`src/rtl/timer_dev.sv`:
```
`timescale 1ns/1ps
// timer_dev: memory-mapped countdown timer sitting in the data-memory address
// space. The core reads and writes four word registers through a 16-byte window.
// The timer raises a level interrupt request toward CP0.
//
// Ports:
//   clk    - system clock, all state changes on the rising edge
//   reset  - synchronous active-high reset
//   sel    - bus access strobe qualifying addr/we
//   addr   - byte address (offset = addr[3:2], addr[1:0] ignored)
//   we     - store enable
//   wdata  - store data
//   rdata  - load data, combinational, 0 when the window is not hit
//   irq    - interrupt request (IM & irq_flag)
//
// Register map: 0 CTRL {IM, MODE[1:0], EN}, 1 PRESET, 2 COUNT (read-only), 3 reserved.
module timer_dev #(
    parameter logic [31:0] BASE_ADDR = 32'h0000_7F00
) (
    input  logic        clk,
    input  logic        reset,
    input  logic        sel,
    input  logic [31:0] addr,
    input  logic        we,
    input  logic [31:0] wdata,
    output logic [31:0] rdata,
    output logic        irq
);

    typedef enum logic [1:0] {
        S_IDLE = 2'd0,
        S_LOAD = 2'd1,
        S_CNT  = 2'd2,
        S_INT  = 2'd3
    } state_t;

    state_t      state_q, state_d;
    logic [3:0]  ctrl_q, ctrl_d;
    logic [31:0] preset_q, preset_d;
    logic [31:0] count_q, count_d;
    logic        irq_flag_q, irq_flag_d;

    logic        hit_s;
    logic [1:0]  off_s;
    logic        wr_ctrl_s;
    logic        wr_preset_s;
    logic        unused_addr_s;

    assign hit_s         = sel & (addr[31:4] == BASE_ADDR[31:4]);
    assign off_s         = addr[3:2];
    assign wr_ctrl_s     = hit_s & we & (off_s == 2'd0);
    assign wr_preset_s   = hit_s & we & (off_s == 2'd1);
    assign unused_addr_s = ^addr[1:0];

    // Interrupt request is a pure function of registered state.
    assign irq = ctrl_q[3] & irq_flag_q;

    // Load data mux: selected register on a window hit, zero otherwise.
    always_comb begin
        rdata = 32'd0;
        if (hit_s) begin
            case (off_s)
                2'd0:    rdata = {28'd0, ctrl_q};
                2'd1:    rdata = preset_q;
                2'd2:    rdata = count_q;
                default: rdata = 32'd0;
            endcase
        end else begin
            rdata = 32'd0;
        end
    end

    // Next-state logic: a CTRL/PRESET store restarts the timer from IDLE and
    // takes priority over the FSM for that cycle.
    always_comb begin
        state_d    = state_q;
        ctrl_d     = ctrl_q;
        preset_d   = preset_q;
        count_d    = count_q;
        irq_flag_d = irq_flag_q;

        if (wr_ctrl_s || wr_preset_s) begin
            if (wr_ctrl_s) begin
                ctrl_d = wdata[3:0];
            end else begin
                preset_d = wdata;
            end
            state_d    = S_IDLE;
            irq_flag_d = 1'b0;
        end else begin
            case (state_q)
                S_IDLE: begin
                    if (ctrl_q[0]) begin
                        state_d = S_LOAD;
                    end else begin
                        state_d = S_IDLE;
                    end
                end
                S_LOAD: begin
                    count_d = preset_q;
                    state_d = S_CNT;
                end
                S_CNT: begin
                    if (!ctrl_q[0]) begin
                        // Disabled mid-count: COUNT freezes where it is.
                        state_d = S_IDLE;
                    end else if (count_q == 32'd0) begin
                        state_d    = S_INT;
                        irq_flag_d = 1'b1;
                    end else begin
                        count_d = count_q - 32'd1;
                    end
                end
                S_INT: begin
                    state_d = S_IDLE;
                    if (ctrl_q[2:1] == 2'd1) begin
                        // Auto-reload: EN stays set so IDLE re-enters LOAD.
                        irq_flag_d = 1'b0;
                    end else begin
                        // One-shot (MODE 0, 2, 3): stop and keep the flag.
                        ctrl_d[0] = 1'b0;
                    end
                end
                default: begin
                    state_d = S_IDLE;
                end
            endcase
        end
    end

    // State registers with synchronous reset overriding all other activity.
    always_ff @(posedge clk) begin
        if (reset) begin
            state_q    <= S_IDLE;
            ctrl_q     <= 4'd0;
            preset_q   <= 32'd0;
            count_q    <= 32'd0;
            irq_flag_q <= 1'b0;
        end else begin
            state_q    <= state_d;
            ctrl_q     <= ctrl_d;
            preset_q   <= preset_d;
            count_q    <= count_d;
            irq_flag_q <= irq_flag_d;
        end
    end

endmodule
```
`config.mk`:
```
export PLATFORM = sky130hd
export DESIGN_NAME = timer_dev
export DESIGN_NICKNAME = d
export VERILOG_FILES = /design/src/rtl/timer_dev.sv
export SDC_FILE = /design/constraint.sdc
export NUM_CORES = 1
export LEC_CHECK = 0
export CAP_MARGIN = 20
export CORE_MARGIN = 5
export CORE_UTILIZATION = 45
export CTS_BUF_LIST = sky130_fd_sc_hd__clkbuf_8 sky130_fd_sc_hd__clkbuf_16
export CTS_CLUSTER_DIAMETER = 50
export DETAILED_ROUTE_END_ITERATION = 8
export DONT_BUFFER_PORTS = 1
export GPL_ROUTABILITY_DRIVEN = 0
export SLEW_MARGIN = 20
export SYNTH_ARGS = -nofsm -noshare
export SYNTH_HDL_FRONTEND = slang
export SYNTH_SLANG_ARGS = --single-unit
```
`constraint.sdc`:
```
create_clock -name clk -period 3.1 [get_ports clk]
set_clock_uncertainty 0.1 [all_clocks]
set_input_delay 0.465 -clock clk [delete_from_list [all_inputs] [get_ports clk]]
set_output_delay 0.465 -clock clk [all_outputs]
set_load 0.01 [all_outputs]
```
==> impl_results.md <==
- Vias in the first global route: 4342
- Shortest period the worst path allows: 2.68 ns
- DP HPWL: 8760 um
- Crit. End Element: flip-flop
- Layout cells sized above 1: 0.145
- Post-Place Cells: 698
- Post-CTS Resized: 0
- CTS Hold Bufs: 0
- PwrDens: 356 nW/um2
- Status: finished clean
- Primary FF master, synth: dfxtp_1
- DRT iter0 DRCs: 303
- Max_cap viols: 0
- Area grow syn2layout: 11.4%
- CTS max path bufs: 2
- Final core occ: 0.520
- Post-synth EDFFs: 0
- Area contributors post-synth: dfxtp_1, a21oi_1, nand2_1
- Register Area: 1420 um2
- Clock network power share: 0.453
- Internal cell power: 1.33 mW
- Final Hold Viols: 0
- Final wirelength: around 13000 um
- NumNets Final: 652
- Worst Tran Pin Value: 0.956 ns
- Post-synthesis area per instance: about 7.6 um2
- P_sw: 0.390 mW
- Final Instance Area: slightly below 5000 um2
- Warnings, synthesis: 0
- P_leak: 1.58 nW
- Final Max Slew Viols: 0
- Final setup fails: 0
- Mapped cell area: 4350 um2
- First-pass GRT wire length: 21200 um
- Sequential Power Share: 0.528
- Mapped Cells: 575
- Multi-input logic area: 2630 um2
- Number of synthesized register bits: 71
- # IOs: 101
- Netlist cell types: 57
- Clock sinks: 71
- Router iterations before antenna repair: 4
- Die area: 11700 um2
- Row count: 35
- Register area share after synthesis: 0.327
- Gr usage total: 0.221
- Via count: 4410
- Chip Width: ~110 um
- # port buffers: 0
- CP arrival: 2.82 ns
- Logic gate share of total power: 0.019
- Type of origin of the critical path: flip-flop
- CTS Root Cell: clkbuf_8
- Clock slew at reported path FFs: 0.08 ns
- Crit Path Max Fanout: 31
- Hold Crit Endpoint: preset_q[3]
- Skew-Pair Late Insertion Delay: 0.35 ns
- RSZ-0062 raised after global routing: no
- Initial antenna violation count: 0
- Final period util: 0.864
- FF-to-FF path depth: 5
- N_diodes: 0
- Post-Layout Cell Count: between 700 and 800
- Die height: 108 um
- Placed inst area: 4640 um2
- Post-route ant nets: 0
- Top cell type's share of synthesized area: 0.327
- GRT overflow: 0
- Top cells by count, synth: nand2_1, dfxtp_1, nor2_1
- Peak supply drop: 190 uV
- Critical R2R Launch: count_q[15]
- Hold path cells: 1
- Avg WL per Cell: 18.0 um
- Kind of critical path: reg -> reg
- Fillers: 963
- CTS tree: built
- DRC: 0
- Cell taking the most area after synthesis: dfxtp_1
- R2R setup slack: 0.42 ns
- Initial Utilization: 0.466
- Worst R2R End: count_q[13]
- H-Tree Depth: 3
- Post-Syn Nets: between 600 and 700
- Switching Share: 0.226
- Hold Crit Class: in -> reg
- Num CTS Buffers: 9
- Worst relative slew slack: 0.362
- Hold_sp: reset
- Post-CTS setup buffers: 0
- Setup TNS Final: 0 ns
- Count leader, synth: nand2_1
- Crit path required time: 3.24 ns
- Largest net degree at the start of global routing: 70
- Fmax: 0.373 GHz
- Core box area: 9330 um2
- Vias per Instance: 6.18
- Async S/R FF share, synth: 0
## cell type report
class | count | share of cell area
multi-input cells | 435 | 0.541
flip-flops and latches | 71 | 0.293
repair buffers | 52 | 0.0805
well taps | 129 | 0.0333
clock buffers | 11 | 0.0312
clock inverters | 5 | 0.0119
inverters | 11 | 0.00852
## critical path, cell delays in order, from the launching register on
cell and delay, ns:
dfxtp_1 0.37, or4_1 0.71, nor4_4 0.48, and4_4 0.55, o311ai_0 0.20, o31ai_1 0.15
## per-stage QoR
stage	hold slack [ns]	power, mW	setup WS [ns]
2_1_floorplan	0.341	0.970	0.797
3_3_place_gp	0.349	0.964	0.539
3_5_place_dp	0.359	0.964	0.498
4_1_cts	0.0554	1.74	0.452
5_1_grt	0.0466	1.78	0.264
6_report	0.0710	1.72	0.421
## how the worst max path moves through the flow
stage | startpoint | end | slack (ns) | cells past startpoint
after CTS | count_q[15] | count_q[13] | 0.45 | 5
after global placement | count_q[15] | count_q[9] | 0.54 | 6
final | count_q[15] | count_q[13] | 0.42 | 5
after global routing | count_q[0] | count_q[26] | 0.26 | 7
after floorplan | addr[3] | rdata[11] | 0.80 | 6
after detailed placement | count_q[15] | count_q[13] | 0.50 | 5
## cells by family after synthesis
kind of cell / count (synthesis) / synth area share
compound gates: 185 / 0.290
xor+xnor: 1 / 0.00201
fa+ha+maj: 4 / 0.0115
buf+inv: 69 / 0.0722
flops: 71 / 0.327
mux: 12 / 0.0276
simple gates: 233 / 0.270
## sequential cells by signal, indices dropped and copies added (netlist names)
signal      cells
count_q        32
preset_q       32
ctrl_q          4
state_q         2
irq_flag_q      1
## power groups by stage
stage / clock, mW / sequential [mW] / combinational [mW]
detailed placement: 0 / 0.933 / 0.0316
floorplan: 0 / 0.933 / 0.0371
finish: 0.781 / 0.911 / 0.0322
global placement: 0 / 0.933 / 0.0312
global route: 0.837 / 0.911 / 0.0352
CTS: 0.797 / 0.911 / 0.0317
## per-layer routing
metal	global-route usage	wire (um)
met5	0	0
met2	0.372	6100
met4	0.0595	132
met3	0.0442	847
met1	0.290	5760
## layout by cell type (no fill, tap or decap), types with 6 or more instances in the layout
cell type  count
and4_1         6
a21oi_1       60
dfxtp_1       71
inv_1         12
o31ai_1       23
nor2b_1       10
buf_4         52
clkbuf_8      11
mux2i_1       12
o311ai_0      21
nor3_1        16
a31oi_1       18
nor2_1        67
nor4_1         9
nand2_1       74
and3_1         7
a22oi_1       33
(Power assumes the default switching activity.)
